`src/rtl/bs_pkg.sv`:
```
// bs_pkg: scheme codes, scanner states and ROM size thresholds shared by the scan controller.
package bs_pkg;
  typedef enum logic [2:0] {
    BS_NONE = 3'd0,
    BS_F8   = 3'd1,
    BS_F6   = 3'd2,
    BS_F4   = 3'd3,
    BS_E0   = 3'd4,
    BS_FE   = 3'd5
  } bs_scheme_e;

  typedef enum logic [2:0] {ST_IDLE, ST_SCAN, ST_DRAIN, ST_DECIDE, ST_DONE} bs_state_e;

  localparam logic [31:0] LAST_4K  = 32'h0FFF;
  localparam logic [31:0] LAST_8K  = 32'h1FFF;
  localparam logic [31:0] LAST_16K = 32'h3FFF;

  // Only 8K images are ambiguous; E0 wins over FE when both signatures were seen.
  function automatic bs_scheme_e pick_scheme(input logic [31:0] last, input logic e0, input logic fe);
    return last <= LAST_4K ? BS_NONE :
           last <= LAST_8K ? (e0 ? BS_E0 : fe ? BS_FE : BS_F8) :
           last <= LAST_16K ? BS_F6 : BS_F4;
  endfunction
endpackage

```
`src/rtl/bs_rd_pipe.sv`:
```
// bs_rd_pipe: delays read valid/address by the ROM read latency so they line up with rom_rdata.
module bs_rd_pipe #(
  parameter int ADDR_W = 15,
  parameter int DEPTH  = 1
) (
  input  logic              clk,
  input  logic              reset,
  input  logic              vld_i,
  input  logic [ADDR_W-1:0] addr_i,
  output logic              vld_o,
  output logic [ADDR_W-1:0] addr_o
);
  logic [DEPTH-1:0]  vld_q;
  logic [ADDR_W-1:0] addr_q [DEPTH];

  always_ff @(posedge clk or negedge reset) begin
    if (!reset) begin
      vld_q <= '0;
      for (int i = 0; i < DEPTH; i++) addr_q[i] <= '0;
    end else begin
      vld_q[0]  <= vld_i;
      addr_q[0] <= addr_i;
      for (int i = 1; i < DEPTH; i++) begin
        vld_q[i]  <= vld_q[i-1];
        addr_q[i] <= addr_q[i-1];
      end
    end
  end

  assign vld_o  = vld_q[DEPTH-1];
  assign addr_o = addr_q[DEPTH-1];
endmodule

```
`src/rtl/bs_scan_ctrl.sv`:
```
// bs_scan_ctrl: post-load ROM scanner feeding the E0/FE signature detectors and choosing the bank-switch scheme.
// Optional SuperChip RAM detection is compiled in when BS_SUPERCHIP_EN is defined.
module bs_scan_ctrl
  import bs_pkg::*;
#(
  parameter int ADDR_W      = 15,
  parameter int RD_LATENCY  = 1,
  parameter int DET_LATENCY = 2
) (
  input  logic              clk,
  input  logic              reset,
  input  logic              start,
  input  logic [ADDR_W-1:0] rom_last,
  input  logic              rom_gnt,
  output logic              rom_rd,
  output logic [ADDR_W-1:0] rom_addr,
  input  logic [7:0]        rom_rdata,
  output logic              det_ena,
  output logic [ADDR_W-1:0] det_addr,
  output logic [7:0]        det_data,
  input  logic              hit_e0,
  input  logic              hit_fe,
  output logic              cpu_hold,
  output logic              busy,
  output logic              done,
  output logic [2:0]        scheme,
  output logic              sc
);
  localparam int DRAIN_CYC = RD_LATENCY + DET_LATENCY;

  bs_state_e         st_q;
  logic [ADDR_W-1:0] cnt_q, cnt_d;
  logic [2:0]        drn_q, scheme_q;
  logic              e0_q, fe_q, busy_q, done_q, hold_q, launch;

  assign launch   = (st_q == ST_IDLE || st_q == ST_DONE) && start;
  assign cnt_d    = cnt_q + ADDR_W'(1);
  assign rom_rd   = st_q == ST_SCAN && rom_gnt;
  assign rom_addr = cnt_q;
  assign det_data = det_ena ? rom_rdata : 8'h00;
  assign busy     = busy_q;
  assign done     = done_q;
  assign cpu_hold = hold_q;
  assign scheme   = scheme_q;

  bs_rd_pipe #(.ADDR_W(ADDR_W), .DEPTH(RD_LATENCY)) u_pipe (
    .clk    (clk),
    .reset  (reset),
    .vld_i  (rom_rd),
    .addr_i (cnt_q),
    .vld_o  (det_ena),
    .addr_o (det_addr)
  );

  always_ff @(posedge clk or negedge reset) begin
    if (!reset) begin
      st_q     <= ST_IDLE;
      cnt_q    <= '0;
      drn_q    <= '0;
      e0_q     <= 1'b0;
      fe_q     <= 1'b0;
      busy_q   <= 1'b0;
      done_q   <= 1'b0;
      hold_q   <= 1'b1;
      scheme_q <= BS_NONE;
    end else begin
      // Detector hits trail the last byte by the full drain window, so keep sampling through DRAIN.
      if (st_q == ST_SCAN || st_q == ST_DRAIN) begin
        e0_q <= e0_q | hit_e0;
        fe_q <= fe_q | hit_fe;
      end
      case (st_q)
        ST_IDLE, ST_DONE: if (launch) begin
          st_q   <= ST_SCAN;
          cnt_q  <= '0;
          e0_q   <= 1'b0;
          fe_q   <= 1'b0;
          done_q <= 1'b0;
          busy_q <= 1'b1;
          hold_q <= 1'b1;
        end
        ST_SCAN: if (rom_gnt) begin
          cnt_q <= cnt_d;
          if (cnt_q == rom_last) begin
            st_q  <= ST_DRAIN;
            drn_q <= '0;
          end
        end
        ST_DRAIN: begin
          drn_q <= drn_q + 3'd1;
          if (drn_q == 3'(DRAIN_CYC - 1)) st_q <= ST_DECIDE;
        end
        ST_DECIDE: begin
          scheme_q <= pick_scheme(32'(rom_last), e0_q, fe_q);
          st_q     <= ST_DONE;
          done_q   <= 1'b1;
          busy_q   <= 1'b0;
          hold_q   <= 1'b0;
        end
        default: st_q <= ST_IDLE;
      endcase
    end
  end

`ifdef BS_SUPERCHIP_EN
  logic [7:0] ref_q;
  logic       eq_q, sc_q;

  // Bytes arrive in address order, so address 0 sets the reference before the rest of the first page.
  always_ff @(posedge clk or negedge reset) begin
    if (!reset) begin
      ref_q <= '0;
      eq_q  <= 1'b0;
      sc_q  <= 1'b0;
    end else if (launch) begin
      eq_q <= 1'b1;
      sc_q <= 1'b0;
    end else begin
      if (det_ena && det_addr[ADDR_W-1:8] == '0) begin
        if (det_addr[7:0] == 8'h00) ref_q <= det_data;
        else if (det_data != ref_q) eq_q <= 1'b0;
      end
      if (st_q == ST_DECIDE)
        sc_q <= eq_q && (ref_q == 8'h00 || ref_q == 8'hFF) && 32'(rom_last) >= LAST_8K;
    end
  end

  assign sc = sc_q;
`else
  assign sc = 1'b0;
`endif
endmodule

```
`config.mk`:
```
export PLATFORM = sky130hd
export DESIGN_NAME = bs_scan_ctrl
export DESIGN_NICKNAME = d
export VERILOG_FILES = /design/src/rtl/bs_pkg.sv /design/src/rtl/bs_rd_pipe.sv /design/src/rtl/bs_scan_ctrl.sv
export SDC_FILE = /design/constraint.sdc
export NUM_CORES = 1
export LEC_CHECK = 0
export ABC_CLOCK_PERIOD_IN_PS = 2900
export CORE_ASPECT_RATIO = 1.1
export CORE_UTILIZATION = 25
export CTS_CLUSTER_SIZE = 30
export DETAILED_ROUTE_END_ITERATION = 10
export GPL_TIMING_DRIVEN = 1
export PLACE_DENSITY = 0.54
export SLEW_MARGIN = 20
export SYNTH_ARGS = -nofsm -noshare
export SYNTH_HDL_FRONTEND = slang
export SYNTH_SLANG_ARGS = --single-unit
```
`constraint.sdc`:
```
create_clock -name clk -period 2.9 [get_ports clk]
set_input_delay 0.435 -clock clk [delete_from_list [all_inputs] [get_ports clk]]
set_output_delay 0.435 -clock clk [all_outputs]
set_load 0.05 [all_outputs]
```
==> reports/metrics.yaml, run 1 <==
netlist_instances: 193
setup.worst_path.start: "rom_rdata[5]"
synth_mux_area_share_pct: 1.02
async_flop_share_pct: 100
synth_top_family_by_area: "simple AND/OR/NAND/NOR gates"
critical_path_required_ns: 2.47
yosys_register_bits: 45
die_w_um: 89.2
met1Wirelength_mm: 2.37
crit_fanout: 1
fin_crit_ns: 2.23
drt_first_pass_iters: 4
layout.nets: 301
critPathKind: "input pin to primary output"
post_cts_buffers: 0
crit_path_end_kind: "primary output"
core_mm2: 0.00800
status: "finished, final reports clean"
hold_viol: 0
skew_ns: 0.00423
drive_gt1_share_pct: 8.52
num-fill-cells: 824
cts.hold.buffers_added: 0
fmax_mhz: 448
viasPerCell: 4.44
p_leak_nw: 1.24
clkSlewWorstSetupHoldPaths_ns: 0.08
clock_latency_ns: 0.29
diodes: 0
whs_ns: 0.136
cts_tree: "done"
finalCritPeriodShare_pct: 77.0
place_area_mm2: 0.00293
arrival_ns: 1.80
cts_root_buffer: "clkbuf_8"
setup_tns_ns: 0
hold_class: "input pin to asynchronous set/reset pin"
drtIter0Drc: 45
syn_area_mm2: 0.00209
synth_fa_ha_area_share_pct: 1.80
r2r_cells: 4
ctsResizeCount: 0
clockBufferDepth: 2
grt_max_degree: 46
maxSlewViolCount: 0
ff2ff_setup_slack_ns: 1.05
grt_use_total_pct: 12.6
routed_wl_mm: 5.19
vias: 1679
synth_cell_types: 40
place_inst: 370
routed.top_layer: "met4"
yosysSeqAreaShare_pct: 53.9
wl_per_cell_um: 13.7
drtAntennaViolNets: 0
synth_ff_type: "dfrtp_1"
route.met3.wl_um: 172
syn_area_per_cell_um2: 10.8
synth-simple-area-share_pct: 21.4
port_buffers: 74
synth_warnings: 0
r2r-start: "rom_addr[2]$_DFFE_PN0P_"
cts_buffers: 5
syn_nets: 225
synth_compound_area_share_pct: 10.9
gp_congestion: 0.774
cp-endpoint: "det_data[5]"
relSlewSlack_pct: 59.2
grt_pass1_vias: 1618
cts_sinks: 45
grt_pass1_wl_mm: 8.38
drc_errors: 0
rsz0062_at_grt: "no"
power_density_mw_per_mm2: 634
peakVddDrop_v: 0.000383
start_util_pct: 26.1
synth_edf_count: 0
antenna_found_initial: 0
setup_viol: 0
dieArea_mm2: 0.00873
max_cap_viol_count: 0
r2r-end: "rom_addr[13]$_DFFE_PN0P_"
area_growth_pct: 45.1
design_area_mm2: 0.00303
synth_xor_area_share_pct: 7.96
h-tree-depth: 2
num_rows: 34
met2_length_mm: 2.59
grt-ovfl-total: 0
tightest_slew_ns: 0.611
dp_hpwl_mm: 3.78
num_io_pins: 76
cp-start-kind: "input pin"
instances_no_fill: 378
fp.dieH_um: 97.9
## logic make-up (layout without fill, tap and decap cells)
kind of cell    count (synthesis)  in the layout
mux                             2              2
simple gates                   76             76
flops                          45             45
other cells                     1              1
fa+ha+maj                       3              3
buf+inv                        12             89
compound gates                 35             35
xor+xnor                       19             19
## routing by layer
| metal | up-vias | global-route usage, % |
|---|---|---|
| met3 | 6 | 3.13 |
| met2 | 32 | 19.4 |
| met5 | - | 0 |
| met4 | 0 | 3.54 |
| met1 | 815 | 17.3 |
| li1 | 826 | - |
## layout by cell type (no fill, tap or decap), drive strengths merged, types with 5 or more instances in the layout
cell	synthesis	final
inv	6	6
clkbuf	2	7
clkdlybuf4s50	0	72
nand2	19	19
or2	5	5
nor2	9	9
xnor2	19	19
nand4	9	9
dfrtp	44	44
o21ai	10	10
and2	9	9
a21oi	9	9
## how the worst min path moves through the flow
stage | start | to | slack [ns] | cells after the start
2_1_floorplan | reset | busy$_DFFE_PN0P_ | 0.14 | 0
3_3_place_gp | cpu_hold$_DFFE_PN1P_ | cpu_hold$_DFFE_PN1P_ | 0.45 | 2
3_5_place_dp | cpu_hold$_DFFE_PN1P_ | cpu_hold$_DFFE_PN1P_ | 0.45 | 2
4_1_cts | reset | u_pipe.addr_o[5]$_DFF_PN0_ | 0.36 | 1
5_1_grt | reset | rom_addr[10]$_DFFE_PN0P_ | 0.17 | 1
6_report | reset | u_pipe.addr_o[10]$_DFF_PN0_ | 0.14 | 1
## report_power, final
part | total (mW) | internal [mW] | switching [mW]
Combinational | 0.685 | 0.255 | 0.430
Sequential | 0.810 | 0.704 | 0.106
Clock | 0.429 | 0.216 | 0.213
## cell usage after synthesis (4+ instances only)
library cell,count,area (um2)
a21oi_1,9,45.0
and2_1,9,56.3
dfrtp_1,44,1100
inv_1,6,22.5
nand2_1,19,71.3
nand3_1,4,20.0
nand4_1,9,56.3
nor2_1,9,33.8
o21ai_0,10,50.1
or2_2,5,31.3
or3_1,4,25.0
or4_1,4,30.0
xnor2_1,19,166
## area by class of cell
type	instances	area [um2]	share of cell area (%)
Inverter	6	22.5	0.742
Clock inverter	1	5.00	0.165
Multi-Input combinational cell	136	905	29.8
Sequential cell	45	1130	37.2
Tap cell	108	135	4.45
Timing Repair Buffer	75	743	24.5
Clock buffer	7	96.3	3.18
## sequential cells by signal, indices dropped and copies added (netlist names)
register       cells
e0_q               1
u_pipe.vld_o       1
st_q               3
drn_q              3
done               1
u_pipe.addr_o     15
fe_q               1
scheme             3
rom_addr          15
busy               1
cpu_hold           1
## through the flow
stage / utilization, % / power, mW / setup slack [ns]
6_report: 37.9 / 1.92 / 0.668
5_1_grt: 37.9 / 2.01 / 0.602
4_1_cts: 37.9 / 1.95 / 0.661
3_5_place_dp: 36.6 / 1.52 / 0.637
3_3_place_gp: 36.6 / 1.51 / 0.656
2_1_floorplan: - / 1.24 / 0.865
## worst max-delay path, stage by stage
cell,delay (ns)
clkdlybuf4s50_1,0.45
and2_1,0.11
clkdlybuf4s50_1,0.80
Power figures use the tool's default switching activity.
==> inputs of run 2 (changes only) <==
--- a/config.mk
+++ b/config.mk
@@ -5,13 +5,13 @@
 export SDC_FILE = /design/constraint.sdc
 export NUM_CORES = 1
 export LEC_CHECK = 0
-export ABC_CLOCK_PERIOD_IN_PS = 2900
+export ABC_CLOCK_PERIOD_IN_PS = 2050
 export CORE_ASPECT_RATIO = 1.1
 export CORE_UTILIZATION = 25
 export CTS_CLUSTER_SIZE = 30
 export DETAILED_ROUTE_END_ITERATION = 10
 export GPL_TIMING_DRIVEN = 1
-export PLACE_DENSITY = 0.54
+export PLACE_DENSITY = 0.56
 export SLEW_MARGIN = 20
 export SYNTH_ARGS = -nofsm -noshare
 export SYNTH_HDL_FRONTEND = slang
==> constraint.sdc (replaced) <==
create_clock -name clk -period 2.05 [get_ports clk]
set_input_delay 0.3075 -clock clk [delete_from_list [all_inputs] [get_ports clk]]
set_output_delay 0.3075 -clock clk [all_outputs]
set_load 0.05 [all_outputs]
==> run 2 against run 1 <==
Compared with the run above: combinational power is 62% higher; first-iteration DRC count is 42% higher; cell count is 3.7% higher; utilization is 2.3 points higher; clock power is 27% higher; via count is 5.8% higher; flip-flop and latch count stayed put; wire length is 0.92% higher; sequential share of layout area is 2.1 points lower; hold slack better by 0.32 ns; sequential power is 36% higher.
==> reports/metrics.yaml, run 2 (synthesis gave the netlist of run 1 again) <==
diodes: 0
worst_path_dominant_cell_family: "buffers and inverters"
cpMaxStageDelayCell: "clkdlybuf4s50_1"
grt_use_total_pct: 12.8
drive_gt1_share_pct: 15.8
clkSlewWorstSetupHoldPaths_ns: 0.09
num_io_pins: 76
setup_viol: 0
gp_congestion: 0.780
final_cell_mix: "clkdlybuf4s50_1 (61), dfrtp_1 (44), nand2_1 (19), xnor2_1 (19), buf_4 (16)"
fp.dieH_um: 97.9
r2r_cells: 4
viasPerCell: 4.53
cts_sinks: 45
ff2ff_setup_slack_ns: 0.19
area_growth_pct: 53.8
hold_viol: 0
antenna_found_initial: 0
layout.nets: 315
rsz0062_at_grt: "no"
r2r-end: "rom_addr[13]$_DFFE_PN0P_"
cts_root_buffer: "clkbuf_8"
fin_crit_ns: 1.98
status: "finished, final reports clean"
setup_tns_ns: 0
crit_fanout: 7
peakVddDrop_v: 0.000720
drtIter0Drc: 64
start_util_pct: 26.1
arrival_ns: 1.67
hold_class: "input pin to asynchronous set/reset pin"
power_density_mw_per_mm2: 856
r2r-start: "rom_addr[5]$_DFFE_PN0P_"
clockBufferDepth: 2
dieArea_mm2: 0.00873
cts_buffers: 5
p_leak_nw: 1.35
routed_wl_mm: 5.24
crit_path_end_kind: "primary output"
critPathKind: "flop to primary output"
cp-start-kind: "flop"
post_cts_buffers: 0
core_mm2: 0.00800
fin_ws_ns: 0.0685
wl_per_cell_um: 13.4
clock_latency_ns: 0.30
post-place-ws_ns: 0.00446
tightest_slew_ns: 0.510
num_rows: 34
drc_errors: 0
crit_buf_inv: 1
critical_path_required_ns: 1.74
cts_tree: "done"
vias: 1777
grt_pass1_wl_mm: 8.47
mostFrequentLayoutCell: "clkdlybuf4s50_1"
drtAntennaViolNets: 0
grt_max_degree: 18
h-tree-depth: 2
relSlewSlack_pct: 66.0
grt_pass1_vias: 1737
finalCritPeriodShare_pct: 96.7
place_inst: 383
maxSlewViolCount: 0
fmax_mhz: 505
die_w_um: 89.2
skew_ns: 0.00908
cpPeakStageDelay_ns: 0.87
dp_hpwl_mm: 3.97
port_buffers: 74
max_cap_viol_count: 0
instances_no_fill: 392
drt_first_pass_iters: 4
grt-ovfl-total: 0
crit_chain: "clkdlybuf4s50_1"
[run 2: cell count changes in the layout (fill, tap and decap cells not counted)]
cell / delta
clkinvlp_4: +2
buf_12: +9
clkbuf_8: -2
dlygate4sd3_1: +1
buf_4: +13
buf_2: +1
clkdlybuf4s50_1: -11
clkinv_2: -1
dlymetal6s2s_1: +1
clkbuf_1: +1
[run 2: layer usage]
metal / GRT usage, % / vias up / routed length, um
met2: 20.2 / 70 / 2480
met4: 3.91 / 0 / 88
met1: 16.6 / 838 / 2250
li1: - / 860 / -
met3: 3.89 / 9 / 421
met5: 0 / - / 0
[run 2: worst max path at each step]
stage	cells past startpoint	to	startpoint	slack [ns]
after floorplan	5	rom_addr[13]$_DFFE_PN0P_	rom_addr[2]$_DFFE_PN0P_	0.02
after global placement	5	rom_addr[13]$_DFFE_PN0P_	rom_gnt	0.006
after detailed placement	5	rom_addr[13]$_DFFE_PN0P_	rom_gnt	0.004
after CTS	1	rom_addr[0]	rom_addr[0]$_DFFE_PN0P_	0.02
after global routing	1	rom_addr[1]	rom_addr[1]$_DFFE_PN0P_	0.004
final	1	rom_addr[1]	rom_addr[1]$_DFFE_PN0P_	0.07
[run 2: per-stage QoR]
step	area [um2]	hold WS, ns	util, %	total power [mW]
floorplan	2090	0.0119	-	1.76
global placement	3120	0.252	39.0	2.23
detailed placement	3120	0.254	39.0	2.23
CTS	3210	0.467	40.2	2.79
global route	3220	0.478	40.2	2.89
finish	3220	0.457	40.2	2.75
[run 2: repair_timing]
item                                   CTS  global route
hold buffers                             1             0
endpoints found under the hold margin   15             0
gates resized for setup                  0             1
setup endpoints to repair                0             1
[run 2: layout make-up]
cell class,count,area [um2]
multi-input cells,136,905
clock inverters,2,15.0
clock buffers,6,72.6
flip-flops and latches,45,1130
fillers,801,4780
well taps,108,135
inverters,6,22.5
repair buffers,89,938
[run 2: power breakdown]
part | switching [mW] | internal [mW]
Clock | 0.306 | 0.240
Combinational | 0.680 | 0.430
Sequential | 0.0988 | 0.996
==> inputs of run 3 (changes only) <==
--- a/config.mk
+++ b/config.mk
@@ -6,13 +6,16 @@
 export NUM_CORES = 1
 export LEC_CHECK = 0
 export ABC_CLOCK_PERIOD_IN_PS = 2050
+export CELL_PAD_IN_SITES_DETAIL_PLACEMENT = 1
+export CELL_PAD_IN_SITES_GLOBAL_PLACEMENT = 1
 export CORE_ASPECT_RATIO = 1.1
 export CORE_UTILIZATION = 25
 export CTS_CLUSTER_SIZE = 30
 export DETAILED_ROUTE_END_ITERATION = 10
 export GPL_TIMING_DRIVEN = 1
-export PLACE_DENSITY = 0.56
+export PLACE_DENSITY = 0.69
 export SLEW_MARGIN = 20
 export SYNTH_ARGS = -nofsm -noshare
 export SYNTH_HDL_FRONTEND = slang
+export SYNTH_HIERARCHICAL = 1
 export SYNTH_SLANG_ARGS = --single-unit
==> run 3 against run 2 <==
Compared with the run above: non-clock buffer count shrank 8; via count grew 1.9%; global-route usage grew 0.84 points; cell area shrank 1.4%; flip-flop and latch count is the same; critical endpoint is now rom_addr[0]; sequential share of layout area grew 0.48 points; largest cell class unchanged; wire length grew 11%; die area grew 1.8%; largest power group unchanged; sequential power grew 18%.
==> reports/metrics.yaml, run 3 <==
finalCritPeriodShare_pct: 95.0
crit_chain: "clkdlybuf4s50_1"
grt_max_degree: 28
yosys_register_bits: 45
synth_edf_count: 0
layout.nets: 315
fp.dieH_um: 98.8
dp_hpwl_mm: 4.46
critPathKind: "flop to primary output"
synth_warnings: 6
cts_root_buffer: "clkbuf_8"
intPower_mw: 2.02
critical_path_required_ns: 1.74
tightest_slew_ns: 0.610
cp-start-kind: "flop"
port_buffers: 74
final_cell_mix: "clkdlybuf4s50_1 (62), dfrtp_1 (44), nand2_1 (24), o21ai_0 (21), xnor2_1 (16)"
crit_buf_inv: 1
post-place-ws_ns: 0.0653
place_inst: 384
seqPwrFrac_pct: 36.4
cts_sinks: 45
cpMaxStageDelayCell: "clkdlybuf4s50_1"
dieArea_mm2: 0.00889
wl_per_cell_um: 14.9
yosys-top-cells-area: "dfrtp_1 (52%), xnor2_1 (6.6%), o21ai_0 (4.9%)"
drtAntennaViolNets: 0
crit_fanout: 8
rsz0062_at_grt: "no"
relSlewSlack_pct: 59.4
synth_commonest_cells: "dfrtp_1 (44), nand2_1 (24), o21ai_0 (21)"
syn_nets: 236
arrival_ns: 1.64
instances_no_fill: 391
synth_area_leader_cell: "dfrtp_1"
drive_gt1_share_pct: 10.2
netlist_instances: 204
yosysMostFrequentCell: "dfrtp_1"
maxSlewViolCount: 0
gp_congestion: 0.780
crit_path_end_kind: "primary output"
grt_pass1_vias: 1916
grt-ovfl-total: 0
synth_cell_types: 40
diodes: 0
syn_area_mm2: 0.00213
setup_viol: 0
h-tree-depth: 2
setup_tns_ns: 0
drc_errors: 0
power_switching_mw: 1.54
status: "finished, final reports clean"
cpPeakStageDelay_ns: 0.85
hold_viol: 0
num_io_pins: 76
die_w_um: 90.0
drtIter0Drc: 82
power_frac_clock_pct: 15.6
async_flop_share_pct: 100
clockBufferDepth: 2
viasPerCell: 4.63
antenna_found_initial: 0
routed_wl_mm: 5.84
cts_buffers: 5
core_mm2: 0.00808
fin_ws_ns: 0.103
multi_input_area_um2: 920
max_cap_viol_count: 0
seqCellArea_mm2: 0.00113
mostFrequentLayoutCell: "clkdlybuf4s50_1"
synth.top_cell.area_share_pct: 51.7
peakVddDrop_v: 0.000390
fin_crit_ns: 1.95
yosysSeqAreaShare_pct: 53.0
p_sw_share_pct: 43.3
combPwrFrac_pct: 48.0
skew_ns: 0.00879
worst_path_dominant_cell_family: "buffers and inverters"
drt_first_pass_iters: 4
area_growth_pct: 49.0
vias: 1810
cts_tree: "done"
power_density_mw_per_mm2: 1120
fmax_mhz: 514
num_rows: 34
p_leak_nw: 1.36
num-fill-cells: 917
start_util_pct: 26.3
grt_pass1_wl_mm: 9.45
grt_use_total_pct: 13.6
clkSlewWorstSetupHoldPaths_ns: 0.08
syn_area_per_cell_um2: 10.4
cts.hold.buffers_added: 0
synth_ff_type: "dfrtp_1"
clock_latency_ns: 0.30
hold_class: "input pin to asynchronous set/reset pin"
run 3: changes by cell type in the layout (fill, tap and decap cells not counted), moves of 3 or more:
cell / change
nor3b_1: +3
inv_1: -3
or2_2: -5
or4_1: -4
nand2_1: +5
and3_1: +4
buf_4: -9
o21ai_0: +11
xnor2_1: -3
run 3: metrics by stage:
step	total power [mW]	hold slack, ns	area [um2]	util, %
after floorplan	2.37	0.0119	2130	-
after global placement	3.00	0.355	3080	38.1
after detailed placement	3.04	0.354	3080	38.1
after CTS	3.61	0.0275	3170	39.2
after global routing	3.78	0.0416	3170	39.2
final	3.56	0.0146	3170	39.2
run 3: path summary, 6_finish.rpt:
check,startpoint,endpoint,slack (ns),cells past startpoint
max,rom_addr[0]$_DFFE_PN0P_,rom_addr[0],0.10,1
min,reset,st_q[0]$_DFFE_PN0P_,0.01,1
max reg2reg,rom_addr[0]$_DFFE_PN0P_,rom_addr[12]$_DFFE_PN0P_,0.22,5
min reg2reg,cpu_hold$_DFFE_PN1P_,cpu_hold$_DFFE_PN1P_,0.47,2
max in group asynchronous,reset,u_pipe/addr_o[6]$_DFF_PN0_,1.40,2
min in group clk,cpu_hold$_DFFE_PN1P_,cpu_hold$_DFFE_PN1P_,0.47,2
run 3: cell type report:
| type | count | area share [%] |
|---|---|---|
| Tap cell | 108 | 4.26 |
| Clock buffer | 7 | 2.72 |
| Sequential cell | 45 | 35.5 |
| Inverter | 4 | 0.631 |
| Timing Repair Buffer | 81 | 27.9 |
| Multi-Input combinational cell | 146 | 29.0 |
run 3: repair_timing:
item / CTS / global route
buffers inserted: 0 / 0
resized for setup: 0 / 2
setup endpoints to repair: 0 / 2
run 3: power groups by stage:
stage               combinational, mW  clock [mW]  sequential (mW)
floorplan                       0.783           0             1.59
global placement                 1.69           0             1.31
detailed placement               1.72           0             1.32
CTS                              1.72       0.587             1.30
global route                     1.83       0.625             1.33
finish                           1.71       0.557             1.30
run 3: cell families (layout without fill, tap and decap cells):
family,after synthesis,in the layout,synth area share (%)
AOI/OAI and AO/OA,40,40,10.5
xor gates and xnor gates,17,17,7.00
adders and majority gates,3,3,1.76
buffers and inverters,13,92,3.82
DFF,45,45,53.0
muxes,3,3,1.41
other,1,1,0.176
and+or+nand+nor,82,82,22.4
run 3: routing by layer:
layer / GRT usage (%) / up-vias / wire length, um
met5: 0 / - / 0
met4: 4.47 / 0 / 77
met3: 3.70 / 6 / 253
met2: 23.0 / 49 / 2900
met1: 16.9 / 889 / 2600
li1: - / 866 / -
